## src/rtl/muldiv_sequencer.sv

```systemverilog
`default_nettype none
// +----------------------------------------------------------------------------+
// | Module   : muldiv_sequencer                                                |
// | Purpose  : Multi-cycle controller for the shared HI/LO multiply/divide     |
// |            unit. Loads the selected unit, steps it ITERATIONS times,       |
// |            commits HI/LO and signals done, or aborts a DIV by zero.        |
// | Revision : 1.0  initial release                                            |
// +----------------------------------------------------------------------------+
module muldiv_sequencer #(
  parameter int ITERATIONS = 32,
  parameter int CNT_W      = 6
) (
  input  logic       clck,
  input  logic       reset,
  input  logic       start,
  input  logic       op_div,
  input  logic       DivZeroOP,
  output logic [1:0] MulCtrl,
  output logic [1:0] DivCtrl,
  output logic       DivMulCtrl,
  output logic       HILOCtrl,
  output logic       busy,
  output logic       done,
  output logic       div_zero_exc
);

  typedef enum logic [2:0] {
    S_IDLE  = 3'd0,
    S_LOAD  = 3'd1,
    S_RUN   = 3'd2,
    S_WRITE = 3'd3,
    S_DONE  = 3'd4,
    S_DZERO = 3'd5
  } state_t;

  localparam logic [1:0]       c_hold = 2'b00;
  localparam logic [1:0]       c_load = 2'b01;
  localparam logic [1:0]       c_step = 2'b10;
  localparam logic [CNT_W-1:0] c_iter = CNT_W'(ITERATIONS);
  localparam logic [CNT_W-1:0] c_one  = CNT_W'(1);

  state_t           r_state;
  logic [CNT_W-1:0] r_cnt;
  logic             r_op;

  state_t           w_state_nxt;
  logic [CNT_W-1:0] w_cnt_nxt;
  logic             w_op_nxt;

  // Next-state, counter and latched-op logic; start is only honoured in IDLE
  always_comb begin
    w_state_nxt = r_state;
    w_cnt_nxt   = r_cnt;
    w_op_nxt    = r_op;
    case (r_state)
      S_IDLE: begin
        if (start && op_div && DivZeroOP) begin
          w_state_nxt = S_DZERO;
        end else if (start) begin
          w_state_nxt = S_LOAD;
          w_op_nxt    = op_div;
        end
      end
      S_LOAD: begin
        w_cnt_nxt   = c_iter;
        w_state_nxt = S_RUN;
      end
      S_RUN: begin
        // Leaving on count==1 yields exactly ITERATIONS step cycles
        w_cnt_nxt = r_cnt - c_one;
        if (r_cnt == c_one) begin
          w_state_nxt = S_WRITE;
        end
      end
      S_WRITE: w_state_nxt = S_DONE;
      S_DONE:  w_state_nxt = S_IDLE;
      S_DZERO: w_state_nxt = S_IDLE;
      default: w_state_nxt = S_IDLE;
    endcase
  end

  // State register on the falling edge; outputs are registered copies of the
  // decode of the state being entered, so they always match r_state/r_op
  always_ff @(negedge clck) begin
    if (reset) begin
      r_state      <= S_IDLE;
      r_cnt        <= '0;
      r_op         <= 1'b0;
      MulCtrl      <= c_hold;
      DivCtrl      <= c_hold;
      DivMulCtrl   <= 1'b0;
      HILOCtrl     <= 1'b0;
      busy         <= 1'b0;
      done         <= 1'b0;
      div_zero_exc <= 1'b0;
    end else begin
      r_state <= w_state_nxt;
      r_cnt   <= w_cnt_nxt;
      r_op    <= w_op_nxt;

      MulCtrl <= c_hold;
      DivCtrl <= c_hold;
      if (w_state_nxt == S_LOAD) begin
        if (w_op_nxt) DivCtrl <= c_load;
        else          MulCtrl <= c_load;
      end else if (w_state_nxt == S_RUN) begin
        if (w_op_nxt) DivCtrl <= c_step;
        else          MulCtrl <= c_step;
      end

      DivMulCtrl   <= w_op_nxt;
      HILOCtrl     <= (w_state_nxt == S_WRITE);
      busy         <= (w_state_nxt != S_IDLE);
      done         <= (w_state_nxt == S_DONE);
      div_zero_exc <= (w_state_nxt == S_DZERO);
    end
  end

endmodule
`default_nettype wire

```

## config.mk

```make
export PLATFORM = sky130hd
export DESIGN_NAME = muldiv_sequencer
export DESIGN_NICKNAME = d
export VERILOG_FILES = /design/src/rtl/muldiv_sequencer.sv
export SDC_FILE = /design/constraint.sdc
export NUM_CORES = 1
export LEC_CHECK = 0
export CORE_MARGIN = 3
export CORE_UTILIZATION = 50
export DETAILED_ROUTE_END_ITERATION = 10
export DONT_BUFFER_PORTS = 1
export MAX_ROUTING_LAYER = met4
export PLACE_DENSITY = 0.73
export SLEW_MARGIN = 10
export SYNTH_ARGS = -nofsm -noshare
export SYNTH_HDL_FRONTEND = slang
export SYNTH_SLANG_ARGS = --single-unit
```

## constraint.sdc

```tcl
create_clock -name clck -period 3.65 [get_ports clck]
set_input_delay 0.1825 -clock clck [delete_from_list [all_inputs] [get_ports clck]]
set_output_delay 0.1825 -clock clck [all_outputs]
set_load 0.05 [all_outputs]
```

==> impl_metrics.csv, run 1 <==
group,metric,value,unit
run_status,outcome,"complete, no violations",
synthesis,synth-simple-area-share,29.6,%
layout,layout.cells.non_filler,116,
synthesis,ys_ff_latch,18,
layout,layout_commonest_cell,"inv_1",
sta,relSlewSlack,62.0,%
drt,num_vias,637,
floorplanning,core_area,0.00138,mm²
cts,post_cts_resized,0,
synthesis,syn_nets,91,
synthesis,yosys.area_share.adder,3.17,%
sta,finalHoldViolCount,0,
placed_design,place_hpwl,955,µm
synthesis,synth-compound-area-share,11.9,%
synthesis,syn_area,790,µm²
global_routing,gr-total-overflow,0,
critical_path,endpoint_kind,"output port",
floorplanning,start_util,57.1,%
cts,cts_tree,"built",
global_routing,grt_max_degree,17,
floorplanning,die_h,45.7,µm
power,leakagePower,0.397,nW
cts,cts_sinks,18,
layout,drive_gt1_share,8.91,%
global_routing,grt_pass1_wl,2500,µm
synthesis,synthMuxAreaShare,2.54,%
critical_path,r2r-start,"r_state[1]",
cts,cts_hold_buffers,0,
critical_path,crit_required,3.47,ns
sta,rsz0062_at_grt,"no",
floorplanning,die_w,45.7,µm
cts,clk_pin_slew,0.04,ns
cts,clockBufferDepth,2,
floorplanning,io_pins,14,
synthesis,seq_area_frac_synth,45.6,%
sta,timing.hold.ws,0.506,ns
drt,final_antenna_net_count,0,
power,power_density,564,mW/mm²
critical_path,arrival,2.86,ns
cts,post_cts_buffers,0,
cts,cts_root_buffer,"clkbuf_4",
placed_design,dpl.cell_count,95,
synthesis,synth_xor_area_share,2.22,%
global_routing,grt_pass1_vias,621,
placed_design,gp_congestion,0.791,
sta,finClkSkew,0.0211,ns
floorplanning,rows,13,
sta,setup_violations,0,
sta,finalSetupTns,0,ns
layout,final_util,63.1,%
critical_path,path_max_fanout,4,
global_routing,grtUsageTotal,17.8,%
layout,final_nets,109,
synthesis,yosysUniqueCellTypes,34,
synthesis,ys_warn_count,0,
synthesis,synth_top_family_by_area,"simple AND/OR/NAND/NOR gates",
run,cap_violations,0,
critical_path,cp-startpoint,"r_op",
cts,numCtsBuffers,3,
sta,finalMaxSlewViolations,0,
cts,htree_levels,1,
drt,routed_wl,1500,µm
worst_hold_path,worstHoldStart,"r_cnt[4]",
critical_path,crit_type,"register to output port",
drt,viasPerCell,5.49,
layout,n_fill_cell,115,
floorplanning,fp.dieArea,0.00209,mm²
sta,tightest_slew,0.569,ns
critical_path,start_kind,"register",
synthesis,syn_avg_cell_area,9.40,µm²
layout,antenna_cells,0,
drt,wl_per_cell,12.9,µm
layout,area_growth,10.5,%
layout,layout_common_cells,"inv_1, dfxtp_1, nor2_1, a21oi_1, nor3_1",
drt,drt-initial-drc-count,8,
cts,clk_latency,0.37,ns
placed_design,numPortBuffers,0,
synthesis,postSynthCellCount,84,
drt,drtPass1Iterations,4,
drt,drc,0,
worst_hold_path,hp-class,"register to register",
global_routing,antenna_found_initial,0,
power,peakVddDrop,0.314,mV
-- where the power goes --
part | total, W | switching, W | internal [W]
registers | 0.000254 | 0.0000406 | 0.000214
logic | 0.0000611 | 0.0000283 | 0.0000328
clock network | 0.000176 | 0.000111 | 0.0000658
-- cells by family (layout without fill, tap and decap cells) --
group	after synthesis	in the layout
mux	2	2
xor+xnor	2	2
compound gates	15	15
flops	18	18
buf+inv	7	24
fa+ha+maj	2	2
simple gates	38	38
-- cells in the mapped netlist --
library cell / count / area, µm²
mux2i_1: 2 / 20.0
ha_1: 2 / 25.0
or3b_2: 1 / 8.76
nor3_2: 2 / 20.0
nand3b_1: 1 / 7.51
o311ai_0: 1 / 8.76
and3_1: 1 / 6.26
xor2_1: 1 / 8.76
clkbuf_1: 1 / 3.75
a2bb2oi_1: 2 / 17.5
nand4bb_1: 1 / 11.3
nand3_1: 2 / 10.0
and2_1: 1 / 6.26
nor3_1: 5 / 25.0
nor4b_1: 1 / 8.76
a21oi_1: 7 / 35.0
nand2b_1: 3 / 18.8
nor4_1: 1 / 6.26
nand2_1: 3 / 11.3
buf_4: 1 / 7.51
buf_2: 1 / 5.00
xnor2_1: 1 / 8.76
nor2b_1: 1 / 6.26
buf_6: 1 / 11.3
or4b_4: 1 / 13.8
dfxtp_1: 18 / 360
nor2_1: 11 / 41.3
nor4b_2: 1 / 15.0
o21ai_0: 2 / 10.0
a21o_1: 2 / 15.0
a211oi_1: 1 / 7.51
inv_1: 3 / 11.3
nor4bb_1: 1 / 10.0
or4_1: 1 / 7.51
-- cell type report --
type                            instances  area [µm²]  share of cell area (%)
Multi-Input combinational cell         59         390                    44.8
Sequential cell                        18         360                    41.3
Clock inverter                         19        72.6                    8.32
Clock buffer                            3        22.5                    2.58
Tap cell                               15        18.8                    2.15
Inverter                                2        7.51                   0.861
-- path summary, 6_finish.rpt --
| kind | endpoint | slack, ns | cells past startpoint |
|---|---|---|---|
| worst min register to register | r_cnt[4] | 0.51 | 2 |
| worst max register to register | r_cnt[3] | 2.13 | 4 |
| worst min-delay path | r_cnt[4] | 0.51 | 2 |
| worst max-delay path | DivMulCtrl | 0.61 | 0 |
-- routing by layer --
layer / up-vias / global-route usage [%] / share of wire (%)
met5: - / - / 0
met4: 0 / 14.8 / 1.8
met3: 4 / 9.49 / 4.0
met2: 9 / 22.8 / 45
met1: 289 / 19.9 / 49
li1: 335 / - / -
-- tightest hold or removal path: cells and delay by family (launching register included) --
kind,cells,cell delay (ns)
AOI/OAI and AO/OA,2,0.15
DFF,1,0.31
-- per-stage QoR --
stage	area, µm²	setup WS, ns	power, W
after floorplan	790	0.872	0.000343
after global placement	781	0.861	0.000348
after detailed placement	781	0.796	0.000350
after CTS	872	0.588	0.000501
after global routing	872	0.559	0.000537
final	872	0.607	0.000492
-- state kept, by name, indices dropped and copies added (netlist names) --
register	flops
r_cnt	6
MulCtrl	2
r_state	3
HILOCtrl	1
busy	1
div_zero_exc	1
DivCtrl	2
r_op	1
done	1
Note: power is estimated with default switching activity, not from simulation.
==> inputs of run 2 (changes only) <==
- clock period: 3.65 -> 3 ns (I/O delays scaled with it)
==> run 2 against run 1 <==
Sequential cell count unchanged. Power up 22%. Utilization unchanged. Hold slack worse by 0.0076 ns. Routed wire length up 0.67%. Cell count unchanged. Worst setup slack worse by 0.29 ns. First-iteration DRC count down 38%. Combinational power up 22%. Via count up 1.6%. Sequential share of layout area unchanged. Global-route usage down 0.83 points. Critical path type unchanged. Critical endpoint unchanged. Highest routed layer is now met3.
==> impl_metrics.csv, run 2 (synthesis gave the netlist of run 1 again) <==
group,metric,value,unit
run_status,outcome,"complete, no violations",
global_routing,grt_max_degree,17,
floorplanning,start_util,57.1,%
layout,layout_commonest_cell,"inv_1",
critical_path,crit_required,2.85,ns
cts,post_cts_buffers,0,
cts,clk_pin_slew,0.04,ns
placed_design,place_hpwl,953,µm
global_routing,antenna_found_initial,0,
sta,setup_ws,0.314,ns
layout,layout_common_cells,"inv_1, dfxtp_1, nor2_1, a21oi_1, nor3_1",
power,internal-power,0.000380,W
sta,finalMaxSlewViolations,0,
placed_design,numPortBuffers,0,
layout,largest_reg_flops,6,
cts,cts_tree,"built",
power,leakagePower,0.397,nW
critical_path,arrival,2.54,ns
layout,drive_gt1_share,8.91,%
sta,finClkSkew,0.0156,ns
drt,final_antenna_net_count,0,
layout,n_fill_cell,126,
placed_design,gp_congestion,0.791,
cts,clk_latency,0.37,ns
critical_path,path_max_fanout,4,
sta,finalHoldViolCount,0,
power,power_density,691,mW/mm²
global_routing,grtUsageTotal,17.0,%
critical_path,start_kind,"register",
drt,routed_wl,1510,µm
layout,antenna_cells,0,
floorplanning,die_w,45.7,µm
power,seqPwrFrac,51.4,%
floorplanning,die_h,45.7,µm
floorplanning,rows,13,
cts,post_cts_resized,0,
sta,relSlewSlack,61.4,%
floorplanning,core_area,0.00138,mm²
power,p_switching,0.000222,W
power,peakVddDrop,0.477,mV
layout,reg.largest.list,"r_cnt x6, r_state x3",
power,clkPwrFrac,36.3,%
cts,clockBufferDepth,2,
cts,htree_levels,1,
global_routing,grt_pass1_vias,609,
drt,drc,0,
sta,rsz0062_at_grt,"no",
power,finalPower,0.000602,W
critical_path,endpoint_kind,"output port",
placed_design,placed_area,781,µm²
global_routing,gr-total-overflow,0,
drt,drtPass1Iterations,4,
floorplanning,fp.dieArea,0.00209,mm²
placed_design,preCtsSetupSlack,0.520,ns
critical_path,crit_type,"register to output port",
layout,final_nets,109,
cts,cts_sinks,18,
drt,wl_per_cell,13.0,µm
sta,timing.hold.ws,0.498,ns
drt,drt-initial-drc-count,5,
cts,cts_hold_buffers,0,
layout,top_register,"r_cnt",
power,p_comb_share,12.3,%
layout,multi_input_area,390,µm²
worst_hold_path,hp-class,"register to register",
layout,seq_area,360,µm²
sta,tightest_slew,0.579,ns
floorplanning,io_pins,14,
run,cap_violations,0,
sta,setup_violations,0,
drt,viasPerCell,5.58,
sta,finalSetupTns,0,ns
layout,final_area,872,µm²
cts,cts_root_buffer,"clkbuf_4",
power,sw_frac_of_total,36.9,%
drt,num_vias,647,
cts,numCtsBuffers,3,
global_routing,grt_pass1_wl,2450,µm
layout,area_growth,10.5,%
[run 2: cell counts in the layout (fill, tap and decap cells not counted)]
Identical to the previous run, type by type.
[run 2: per-layer routing]
metal | track usage [%] | vias to the layer above | routed length [µm]
li1 | - | 330 | -
met1 | 20.6 | 302 | 689
met2 | 22.8 | 15 | 741
met3 | 9.88 | 0 | 77
met4 | 6.82 | 0 | 0
met5 | - | - | 0
[run 2: final timing paths]
path	from	slack, ns	to	depth (start not counted)
setup / recovery	r_op	0.31	DivMulCtrl	0
hold / removal	r_cnt[4]	0.50	r_cnt[4]	2
setup reg to reg	r_state[1]	1.49	r_cnt[3]	4
hold reg to reg	r_cnt[4]	0.50	r_cnt[4]	2
[run 2: power groups by stage]
stage          combinational [W]   clock, W  sequential (W)
3_3_place_gp           0.0000710  0.0000388        0.000313
4_1_cts                0.0000751   0.000228        0.000309
3_5_place_dp           0.0000739  0.0000388        0.000313
6_report               0.0000743   0.000219        0.000309
5_1_grt                0.0000830   0.000257        0.000313
2_1_floorplan          0.0000770  0.0000388        0.000301
[run 2: tightest hold or removal path, cell delays in order (launching register included)]
cell and delay [ns]:
dfxtp_1 0.30, o311ai_0 0.08, a21oi_1 0.07
[run 2: metrics by stage]
stage	utilization, %	instances
floorplan	-	84
global placement	56.5	95
detailed placement	56.5	95
CTS	63.1	116
global route	63.1	116
finish	63.1	116
[run 2: cell type report]
| type | count | area share, % |
|---|---|---|
| Multi-Input combinational cell | 59 | 44.8 |
| Sequential cell | 18 | 41.3 |
| Clock inverter | 19 | 8.32 |
| Clock buffer | 3 | 2.58 |
| Tap cell | 15 | 2.15 |
| Inverter | 2 | 0.861 |
